--- config.mk ---
export PLATFORM = sky130hd
export DESIGN_NAME = blink_sched_flat
export DESIGN_NICKNAME = d
export VERILOG_FILES = /design/src/rtl/blink_pkg.sv /design/src/rtl/blink_sched_if.sv /design/src/rtl/ms_tick_gen.sv /design/src/rtl/blink_sched.sv /design/src/flat_wrapper.sv
export SDC_FILE = /design/constraint.sdc
export NUM_CORES = 1
export LEC_CHECK = 0
export ABC_AREA = 1
export CAP_MARGIN = 15
export CELL_PAD_IN_SITES_DETAIL_PLACEMENT = 0
export CELL_PAD_IN_SITES_GLOBAL_PLACEMENT = 1
export CORE_MARGIN = 1
export CORE_UTILIZATION = 36
export CTS_BUF_LIST = sky130_fd_sc_hd__clkbuf_16
export CTS_CLUSTER_SIZE = 16
export DETAILED_ROUTE_END_ITERATION = 12
export HOLD_SLACK_MARGIN = 0.03
export PLACE_DENSITY_LB_ADDON = 0.2
export SYNTH_ARGS = -nofsm -noshare
export SYNTH_HDL_FRONTEND = slang
export SYNTH_SLANG_ARGS = --single-unit
--- constraint.sdc ---
create_clock -name clk -period 7.5 [get_ports clk]
set_clock_uncertainty 0.05 [all_clocks]
set_input_delay 1.5 -clock clk [delete_from_list [all_inputs] [get_ports clk]]
set_output_delay 1.5 -clock clk [all_outputs]
set_load 0.03 [all_outputs]
--- src/rtl/blink_pkg.sv ---
// Shared types and sizing helpers for the LED blink scheduler.
package blink_pkg;
  typedef enum logic [1:0] {IDLE = 2'd0, ON = 2'd1, OFF = 2'd2} sched_state_t;

  localparam int COUNT_W = 8;

  function automatic int tick_div(input int f_clk_hz);
    return f_clk_hz / 1000;
  endfunction

  function automatic int ms_w(input int max_ms);
    return $clog2(max_ms + 1);
  endfunction
endpackage

--- src/rtl/blink_sched_if.sv ---
// Request/status bundle between status sources and the LED scheduler.
interface blink_sched_if #(
  parameter int N_REQ = 4,
  parameter int MS_W  = 10
);
  logic [N_REQ-1:0]                       req;
  logic [N_REQ-1:0][MS_W-1:0]             req_on_ms;
  logic [N_REQ-1:0][MS_W-1:0]             req_off_ms;
  logic [N_REQ-1:0][blink_pkg::COUNT_W-1:0] req_count;
  logic                                   led;
  logic [N_REQ-1:0]                       grant;
  logic                                   busy;
  logic [N_REQ-1:0]                       done;

  modport master (output req, req_on_ms, req_off_ms, req_count,
                  input  led, grant, busy, done);
  modport slave  (input  req, req_on_ms, req_off_ms, req_count,
                  output led, grant, busy, done);
endinterface

--- src/rtl/ms_tick_gen.sv ---
// Millisecond prescaler; clr restarts the count so every phase starts on a full ms.
module ms_tick_gen #(
  parameter int DIV = 25000
) (
  input  logic clk,
  input  logic rst_n,
  input  logic clr,
  output logic tick
);
  localparam int CW = (DIV > 1) ? $clog2(DIV) : 1;

  logic [CW-1:0] cnt_q, cnt_d;

  assign tick = (cnt_q == CW'(DIV - 1));

  always_comb begin
    cnt_d = cnt_q + CW'(1);
    if (clr || tick) cnt_d = '0;
  end

  always_ff @(posedge clk or negedge rst_n) begin
    if (!rst_n) cnt_q <= '0;
    else        cnt_q <= cnt_d;
  end
endmodule

--- src/rtl/blink_sched.sv ---
// Fixed-priority LED sharer: grants one requester and sequences its ON/OFF blink pattern.
module blink_sched #(
  parameter int F_CLK_HZ = 25_000_000,
  parameter int N_REQ    = 4,
  parameter int MAX_MS   = 1000
) (
  input logic        clk,
  input logic        rst_n,
  blink_sched_if.slave bus
);
  import blink_pkg::*;

  localparam int TICK_DIV = tick_div(F_CLK_HZ);
  localparam int MS_W     = ms_w(MAX_MS);
  localparam int IDX_W    = (N_REQ > 1) ? $clog2(N_REQ) : 1;

  sched_state_t       state_q, state_d;
  logic [MS_W-1:0]    on_q, on_d, off_q, off_d, ms_q, ms_d;
  logic [COUNT_W-1:0] cnt_q, cnt_d, rem_q, rem_d;
  logic [N_REQ-1:0]   grant_q, grant_d, done_q, done_d;
  logic               led_q, led_d, busy_q, busy_d;

  logic               tick, clr, phase_end, load;
  logic [MS_W-1:0]    sel, len;
  logic [IDX_W-1:0]   pick;
  logic               any_req, keep, preempt;

  ms_tick_gen #(.DIV(TICK_DIV)) u_tick (
    .clk   (clk),
    .rst_n (rst_n),
    .clr   (clr),
    .tick  (tick)
  );

  always_comb begin
    pick = '0;
    for (int i = N_REQ - 1; i >= 0; i--)
      if (bus.req[i]) pick = IDX_W'(i);
  end

  assign any_req = |bus.req;
  // grant is one-hot, so grant-1 masks exactly the higher-priority indices
  assign preempt = |(bus.req & (grant_q - N_REQ'(1)));
  assign keep    = |(bus.req & grant_q);

  assign sel       = (state_q == OFF) ? off_q : on_q;
  assign len       = (sel == '0) ? MS_W'(1) : sel;
  assign phase_end = (state_q != IDLE) && tick && (ms_q == len - MS_W'(1));
  assign clr       = (state_q == IDLE) || phase_end;

  always_comb begin
    state_d = state_q;
    on_d    = on_q;
    off_d   = off_q;
    cnt_d   = cnt_q;
    rem_d   = rem_q;
    grant_d = grant_q;
    led_d   = led_q;
    busy_d  = busy_q;
    done_d  = '0;
    load    = 1'b0;
    ms_d    = clr ? '0 : (tick ? ms_q + MS_W'(1) : ms_q);

    unique case (state_q)
      IDLE: load = any_req;
      ON: if (phase_end) begin
        state_d = OFF;
        led_d   = 1'b0;
      end
      OFF: if (phase_end) begin
        if (cnt_q != '0) begin
          rem_d = rem_q - COUNT_W'(1);
          if (rem_q > COUNT_W'(1)) begin
            state_d = ON;
            led_d   = 1'b1;
          end else begin
            state_d = IDLE;
            done_d  = grant_q;
            grant_d = '0;
            busy_d  = 1'b0;
          end
        end else if (preempt) begin
          load = 1'b1;
        end else if (keep) begin
          state_d = ON;
          led_d   = 1'b1;
        end else begin
          state_d = IDLE;
          grant_d = '0;
          busy_d  = 1'b0;
        end
      end
      default: state_d = IDLE;
    endcase

    if (load) begin
      state_d = ON;
      led_d   = 1'b1;
      busy_d  = 1'b1;
      grant_d = N_REQ'(1) << pick;
      on_d    = bus.req_on_ms[pick];
      off_d   = bus.req_off_ms[pick];
      cnt_d   = bus.req_count[pick];
      rem_d   = bus.req_count[pick];
    end
  end

  always_ff @(posedge clk or negedge rst_n) begin
    if (!rst_n) begin
      state_q <= IDLE;
      on_q    <= '0;
      off_q   <= '0;
      ms_q    <= '0;
      cnt_q   <= '0;
      rem_q   <= '0;
      grant_q <= '0;
      done_q  <= '0;
      led_q   <= 1'b0;
      busy_q  <= 1'b0;
    end else begin
      state_q <= state_d;
      on_q    <= on_d;
      off_q   <= off_d;
      ms_q    <= ms_d;
      cnt_q   <= cnt_d;
      rem_q   <= rem_d;
      grant_q <= grant_d;
      done_q  <= done_d;
      led_q   <= led_d;
      busy_q  <= busy_d;
    end
  end

  assign bus.led   = led_q;
  assign bus.grant = grant_q;
  assign bus.busy  = busy_q;
  assign bus.done  = done_q;
endmodule
--- src/flat_wrapper.sv ---
// flat-port wrapper written by rule: the top's interface ports become plain ports
module blink_sched_flat import blink_pkg::*;
#(
  parameter int F_CLK_HZ = 25_000_000,
  parameter int N_REQ    = 4,
  parameter int MAX_MS   = 1000
)
  (clk, rst_n, bus_req, bus_req_on_ms, bus_req_off_ms, bus_req_count, bus_led, bus_grant, bus_busy, bus_done);
  blink_sched_if #(.N_REQ(N_REQ)) bus_i ();
  input logic clk;
  input logic rst_n;
  input wire logic [$bits(bus_i.req)-1:0] bus_req;
  input wire logic [$bits(bus_i.req_on_ms)-1:0] bus_req_on_ms;
  input wire logic [$bits(bus_i.req_off_ms)-1:0] bus_req_off_ms;
  input wire logic [$bits(bus_i.req_count)-1:0] bus_req_count;
  output wire logic [$bits(bus_i.led)-1:0] bus_led;
  output wire logic [$bits(bus_i.grant)-1:0] bus_grant;
  output wire logic [$bits(bus_i.busy)-1:0] bus_busy;
  output wire logic [$bits(bus_i.done)-1:0] bus_done;
  assign bus_i.req = bus_req;
  assign bus_i.req_on_ms = bus_req_on_ms;
  assign bus_i.req_off_ms = bus_req_off_ms;
  assign bus_i.req_count = bus_req_count;
  assign bus_led = bus_i.led;
  assign bus_grant = bus_i.grant;
  assign bus_busy = bus_i.busy;
  assign bus_done = bus_i.done;
  blink_sched #(.F_CLK_HZ(F_CLK_HZ), .N_REQ(N_REQ), .MAX_MS(MAX_MS)) u_core (.clk(clk), .rst_n(rst_n), .bus(bus_i));
endmodule
### After elaboration in Yosys (flattened, before gate mapping)

Cells that the tools add are included.

| storage, ports and cells | value |
|---|---|
| bits in registers | 73 |
| input bits | 118 |
| output and inout bits | 10 |
| logic and storage cells | 111 |

| operators by class | value |
|---|---|
| add/subtract/negate cells | 5 |
| order comparisons | 2 |
| eq/ne operators | 13 |
| shift operators | 1 |
| muxes and demuxes | 57 |
| bitwise operators | 2 |
| reductions and logical operators | 20 |

Operator list:

| kind | number |
|---|---|
| 10-bit 2-to-1 mux | 6 |
| 4-bit 2-to-1 mux | 11 |
| 10-bit binary-select mux with 2-bit select | 2 |
| 8-bit 2-to-1 mux | 5 |
| 1-bit 2-to-1 mux | 19 |
| 2-bit 2-to-1 mux | 9 |
| 8-bit binary-select mux with 2-bit select | 1 |
| 15-bit by 1-bit adder with 15-bit output, second input constant | 1 |
| 15-bit equality test, second input constant | 1 |
| 15-bit 2-to-1 mux | 1 |
| 4-bit OR reduction | 3 |
| 10-bit by 1-bit adder with 10-bit output, second input constant | 1 |
| 10-bit equality test | 1 |
| 10-bit zero test | 1 |
| 2-bit nonzero test | 5 |
| 10-bit by 1-bit subtractor with 10-bit output, second input constant | 1 |
| 3-bit by 2-bit inequality test with 1-bit output, second input constant | 3 |
| 4-bit AND | 2 |
| 8-bit by 1-bit > comparator with 1-bit output, second input constant | 1 |
| 4-bit by 3-bit inequality test with 1-bit output, second input constant | 2 |
| 8-bit nonzero test | 1 |
| 8-bit by 1-bit subtractor with 8-bit output, second input constant | 1 |
| 3-bit by 1-bit inequality test with 1-bit output, second input constant | 2 |
| 2-bit one-hot mux with 3 select lines | 1 |
| other kinds (16) | 19 |

### Longest topological paths before layout

Gate-level depths: netlist of the first run.

| depth | value |
|---|---|
| word-level depth | 11 |
| depth in mapped cells | 29 |
| depth with buffers taken out | 27 |

### Modules after synthesis

From an unflattened synthesis of the first run, not the netlist that was laid out.

| unflattened totals | value |
|---|---|
| cell total of the unflattened synthesis | 753 |
| area total of the unflattened synthesis | 5109.9 µm² |

Modules (own cells, without submodules):

| module | times used | cells each | area each (µm²) | sequential area each (µm²) |
|---|---|---|---|---|
| blink_sched | 1 | 629 | 4175.3 | 1451.4 |
| ms_tick_gen | 1 | 124 | 934.6 | 375.4 |

### Least setup slack after synthesis of the first run

Ideal clock, no wire load.

| timing | value |
|---|---|
| path type | input to register |
| start | in bus_req[2] |
| end | reg u_core.off_q[7] |
| setup time | 0.074 ns |
| data arrival time | 3.103 ns |
| data required time | 7.376 ns |
| setup slack | 4.273 ns |
| cell stages on the path | 11 |
| path buffers | 2 |
| cells stage by stage | clkbuf_1 > inv_1 > nand2_1 > a21oi_1 > inv_1 > nor2_1 > clkbuf_1 > nand2_1 > nand3_1 > a31oi_1 > o21ai_2 |

| on the way | value |
|---|---|
| longest elaborated chain between the ends | 6 |
| elaborated cells on any way between the ends | 12 |
| those cells by class | mux: 9; bitwise: 1; reduce/logical: 2 |

RTL lines:

| what | RTL line | text |
|---|---|---|
| start, declared | flat_wrapper.sv:12 | `input wire logic [$bits(bus_i.req)-1:0] bus_req;` |
| 4-bit AND | blink_sched.sv:43 | `assign preempt = \|(bus.req & (grant_q - N_REQ'(1)));` |
| 4-bit OR reduction | blink_sched.sv:43 |  |
| 1-bit 2-to-1 mux | blink_sched.sv:82 | `end else if (preempt) begin` |
| 1-bit 2-to-1 mux | blink_sched.sv:71 | `if (cnt_q != '0) begin` |
| 1-bit 2-to-1 mux | blink_sched.sv:70 | `OFF: if (phase_end) begin` |
| 1-bit one-hot mux with 2 select lines | blink_sched.sv:64 | `unique case (state_q)` |
| end signal, assigned | blink_sched.sv:112 | `off_q <= '0;` |
| end signal, assigned | blink_sched.sv:123 | `off_q <= off_d;` |
| end, declared | blink_sched.sv:18 | `logic [MS_W-1:0] on_q, on_d, off_q, off_d, ms_q, ms_d;` |

Several ways; a longest one is shown, not always the timed one. The select of a mux whose other input is x is not followed.
A chain may end at the register's enable or synchronous reset.

### Worst setup path after layout of the first run

| timing | value |
|---|---|
| start | in bus_req[2] |
| end | reg u_core.off_q[3] |

Same word-level chain as after synthesis.

==> results of run 1 <==
## per-stage QoR
stage | hold slack (ps) | worst slack (ps)
4_1_cts | 418 | 2770
5_1_grt | 438 | 2120
3_3_place_gp | 398 | 2450
6_report | 420 | 2710
3_5_place_dp | 409 | 2420
2_1_floorplan | 383 | 4270
## layer usage
| metal | wire [µm] | part of all wire | up-vias |
|---|---|---|---|
| met4 | 360 | 0.024 | 0 |
| li1 | - | - | 2715 |
| met1 | 7100 | 0.46 | 2438 |
| met3 | 948 | 0.062 | 26 |
| met5 | 0 | 0 | - |
| met2 | 6910 | 0.45 | 173 |
## cells by family (layout without fill, tap and decap cells)
| kind of cell | after synthesis | count (layout) | synth area share |
|---|---|---|---|
| compound gates | 78 | 78 | 0.0891 |
| xor+xnor | 18 | 18 | 0.0299 |
| fa+ha+maj | 10 | 10 | 0.0238 |
| buf+inv | 105 | 219 | 0.0924 |
| flops | 73 | 73 | 0.347 |
| simple gates | 472 | 472 | 0.418 |
## path summary, 6_finish.rpt
| check | from | endpoint | slack [ps] | cells after the start |
|---|---|---|---|---|
| min | u_core.u_tick.cnt_q[0] | u_core.u_tick.cnt_q[0] | 420 | 1 |
| max reg2reg | u_core.state_q[0] | u_core.rem_q[5] | 2780 | 23 |
| min in group asynchronous | rst_n | u_core.ms_q[7] | 1250 | 1 |
| max | bus_req[2] | u_core.off_q[3] | 2710 | 12 |
| min reg2reg | u_core.u_tick.cnt_q[0] | u_core.u_tick.cnt_q[0] | 420 | 1 |
| max in group asynchronous | rst_n | u_core.bus.done[2] | 5560 | 1 |
## worst max-delay path, stage by stage
cell and delay (ps):
clkdlybuf4s50_1 1270, inv_1 140, nand2_1 120, a21oi_2 50, buf_4 240, inv_1 750
nor2_1 70, buf_4 260, nand2_1 90, nand4_1 190, nand2_1 150, o21ai_0 80
## sequential cells by signal, indices dropped and copies added (netlist names), 2 cells and up
name                 cells
u_core.bus.grant         4
u_core.rem_q             8
u_core.off_q            10
u_core.ms_q             10
u_core.cnt_q             8
u_core.state_q           2
u_core.u_tick.cnt_q     15
u_core.bus.done          4
u_core.on_q             10
## cells in the final DEF, fill, tap and decap left out, types with 4 or more instances in the layout
cell             instances
a21oi_1                 33
nand2_1                195
clkdlybuf4s50_1        126
inv_1                   69
nand4_1                 19
o21ai_2                 15
clkbuf_16                9
nor3_1                  17
nand2_2                 13
dfrtp_1                 73
nor2_1                  57
ha_1                    10
buf_4                    5
xnor2_1                  4
o21ai_0                 17
nand2_4                  4
nand3_1                141
nand3_2                  8
xor2_1                  14
## power by group
part	switching [W]	internal [W]	total (W)	leakage, nW
combinational	0.000724	0.000405	0.00113	2.02
sequential	0.0000885	0.000514	0.000603	0.949
clock	0.000178	0.000260	0.000438	0.146
## layout make-up
cell class / instances / area, µm²
clock inverter: 7 / 77.6
sequential: 73 / 1830
multi-input combinational: 578 / 2960
fill: 1472 / 7200
clock buffer: 9 / 225
inverter: 72 / 275
timing repair buffer: 131 / 1300
tap: 180 / 225
==> impl_metrics.tcl, run 1 <==
set metrics [dict create \
    hpwlAfterDp_um 11900 \
    cts_setup_buffers 0 \
    slew_headroom 0.193 \
    maxCapViolCount 0 \
    synth_top_area_frac 0.347 \
    synthArstFlopShare 1.00 \
    grt_pass1_vias 5248 \
    fmax_mhz 209 \
    rows 43 \
    finalHoldViolCount 0 \
    placed_cell_area_um2 6590 \
    clk_pin_slew_ps 60 \
    synth_edf_count 0 \
    syn_to_final_growth_pct 30.8 \
    die_h_um 123 \
    fin_util 0.489 \
    ctsLongestPathBuffers 2 \
    grtUsageMet2 0.346 \
    cts_buffers 9 \
    report.final.slew_viol_count 0 \
    ys_seq_area_frac 0.347 \
    tns_ps 0 \
    dr.pass1.iters 5 \
    yosys.area.top_type "dfrtp_1" \
    stdcell_area_um2 6890 \
    overflow 0 \
    nets 993 \
    ys_ff_latch 73 \
    grtUsageMet3 0.0517 \
    status "completed" \
    tightestPinTransition_ps 1210 \
    arrival_ps 4960 \
    grt.total_usage 0.217 \
    use_met1 0.284 \
    synth_cells 756 \
    clockRootBuffer "clkbuf_16" \
    syn_area_per_cell_um2 6.97 \
    antenna_found_initial 0 \
    dp.cells 1034 \
    grt-busiest-layer "met2" \
    end_kind "flop" \
    grt_pass1_wl_um 25400 \
    crit_path_start_kind "input pin" \
    crit_fanout 32 \
    place.gp.congestion 0.833 \
    portBuffers 127 \
    wl_um 15300 \
    initial_core_util 0.374 \
    die_area_um2 15100 \
    cts_sinks 73 \
    syn_nets 884 \
    yosysWarnings 0 \
    die_w_um 123 \
    syn_area_um2 5270 \
    drt_iter0_markers 387 \
    fin_crit_sh 0.639 \
    crit_type "input pin to flop" \
    power_w 0.00217 \
    wl_per_cell_um 14.6 \
    vias 5352 \
    p_per_area_nw_per_um2 315 \
    ios 128 \
    synth_common_cells "195 x nand2_1, 141 x nand3_1, 73 x dfrtp_1, 69 x inv_1, 57 x nor2_1" \
    cts_resized 0 \
    ctsHoldBuffers 0 \
    h-tree-depth 3 \
    drc 0 \
    stdcell_count 1050 \
    grt_max_degree 74 \
    period_minus_slack_ps 4790 \
    synthTopCellsByArea "dfrtp_1 35%, nand2_1 14%, nand3_1 13%" \
    synth_cell_type_count 39 \
    leakage_nw 3.12 \
    core-area_um2 14100 \
    final_antenna_net_count 0 \
    insertedDiodeCount 0 \
    yosysMostFrequentCell "nand2_1" \
    ir_drop_uv 135 \
    ys.flop_type "dfrtp_1" \
    drive_above_1_share 0.0862 \
    hold_class "flop to flop" \
    rsz0062_at_grt "false" \
    setup_viol 0 \
    viasPerCell 5.10 \
    worstPathRequired_ps 7660 \
    clk_latency_ps 340 \
    cts_tree "yes" \
]
Power figures use the tool's default switching activity.
==> inputs of run 2 (changes only) <==
CORE_UTILIZATION = 32   (was 36)
clock period = 4.2 ns   (was 7.5 ns; I/O delays follow)
==> run 2 against run 1 <==
Flip-flop and latch count unchanged. Register-to-register slack worse by 2400 ps. Wire length grew 4.8%. Clock power up 110%. Global-route usage fell by 1.4 points. Sequential share of layout area fell by 0.64 points. First-iteration DRC count decreased by 31%. Utilization down 4.7 points. Setup slack lost 2300 ps. Highest routed layer unchanged.
==> impl_metrics.tcl, run 2 (synthesis gave the netlist of run 1 again) <==
set metrics [dict create \
    grt_max_degree 74 \
    status "completed" \
    portBuffers 127 \
    tns_ps 0 \
    initial_core_util 0.329 \
    dp_slack_ps 265 \
    syn_to_final_growth_pct 34.1 \
    grt_pass1_vias 5333 \
    layout_commonest_cell "nand2_1" \
    die_h_um 130 \
    dr.pass1.iters 5 \
    drt_iter0_markers 267 \
    period_minus_slack_ps 3800 \
    end_kind "flop" \
    maxCapViolCount 0 \
    crit_path_start_kind "flop" \
    ir_drop_uv 241 \
    max_stage_delay_ps 410 \
    slew_headroom 0.358 \
    rsz0062_at_grt "true" \
    grt_pass1_wl_um 26500 \
    clockRootBuffer "clkbuf_16" \
    fmax_mhz 263 \
    fin_crit_sh 0.906 \
    hold_class "flop to flop" \
    tightestPinTransition_ps 963 \
    vias 5348 \
    clk_latency_ps 340 \
    h-tree-depth 3 \
    cts_sinks 73 \
    power_w 0.00406 \
    worst_slack_ps 397 \
    drive_above_1_share 0.0945 \
    place.gp.congestion 0.899 \
    report.final.slew_viol_count 0 \
    finalHoldViolCount 0 \
    grt.total_usage 0.203 \
    largest_reg_flops 15 \
    nets 1001 \
    rows 46 \
    cts_tree "yes" \
    stdcell_count 1094 \
    overflow 0 \
    drc 0 \
    crit_chain "inv_1 -> ha_1 -> buf_4 -> nand2_2 -> nand2_2 -> nand2_1 -> nor2_2 -> nand3_2 -> nand2_1 -> inv_1 -> ha_1 -> or2_2 -> nand2_1 -> nor3_1 -> nand3_1 -> nor2_1 -> nand3_2 -> nor2_4 -> nand4_2 -> nand2_4 -> inv_6 -> nand2_2 -> nand2_1 -> nand2_1" \
    wl_per_cell_um 14.7 \
    crit_fanout 52 \
    hpwlAfterDp_um 12500 \
    crit_path_frequent_cell "nand2_1" \
    ctsLongestPathBuffers 2 \
    viasPerCell 4.89 \
    leakage_nw 3.19 \
    setup_viol 0 \
    ctsHoldBuffers 0 \
    crit_type "flop to flop" \
    final_antenna_net_count 0 \
    cts_buffers 9 \
    insertedDiodeCount 0 \
    clk_pin_slew_ps 60 \
    ios 128 \
    top_register "u_core.u_tick.cnt_q" \
    wl_um 16000 \
    crit_slowest_cell "dfrtp_1" \
    arrival_ps 3980 \
    core-area_um2 16000 \
    dp.cells 1077 \
    die_w_um 130 \
    fin_util 0.441 \
    final_cell_mix "194 x nand2_1, 141 x nand3_1, 126 x clkdlybuf4s50_1" \
    p_per_area_nw_per_um2 575 \
    worstPathRequired_ps 4380 \
    die_area_um2 17000 \
    antenna_found_initial 0 \
]
## run 2: worst paths after layout
| check | end | start | slack, ps | depth (start not counted) |
|---|---|---|---|---|
| worst max-delay path | u_core.rem_q[2] | u_core.state_q[0] | 400 | 24 |
| worst min-delay path | u_core.u_tick.cnt_q[0] | u_core.u_tick.cnt_q[0] | 410 | 1 |
| worst max register to register | u_core.rem_q[2] | u_core.state_q[0] | 400 | 24 |
| worst min register to register | u_core.u_tick.cnt_q[0] | u_core.u_tick.cnt_q[0] | 410 | 1 |
| max in group asynchronous | u_core.on_q[4] | rst_n | 2870 | 1 |
| min in group asynchronous | u_core.ms_q[5] | rst_n | 570 | 1 |
## run 2: where the power goes
group          switching (W)  internal (W)
logic                0.00130      0.000746
registers           0.000162      0.000919
clock network       0.000298      0.000635
## run 2: through the flow
stage | hold WS (ps) | instance area [µm²]
floorplan | 383 | 5270
global placement | 403 | 6690
detailed placement | 412 | 6690
global route | 437 | 7060
finish | 414 | 7060
CTS | 420 | 7050
## run 2: per-layer routing
| metal | wire length [µm] | global-route usage |
|---|---|---|
| met1 | 7350 | 0.258 |
| met2 | 7310 | 0.329 |
| met3 | 996 | 0.0504 |
| met4 | 391 | 0.0793 |
| met5 | 0 | 0 |
## run 2: cell type report
cell class	instances	area, µm²
Clock inverter	7	133
Tap cell	216	270
Multi-Input combinational cell	578	2970
Inverter	72	278
Fill cell	1638	8940
Timing Repair Buffer	139	1360
Clock buffer	9	225
Sequential cell	73	1830
## run 2: worst max-delay path, delay by kind of cell (launching register included)
family                   cells  cell delay [ps]
AND/OR/NAND/NOR             18             1910
buffers and inverters        4              730
adder cells (fa/ha/maj)      2              600
flip-flops                   1              410
## run 2: timing repair
item                       in CTS  in global routing
resized for setup               0                  3
buffers inserted                0                  1
setup endpoints to repair       0                 16
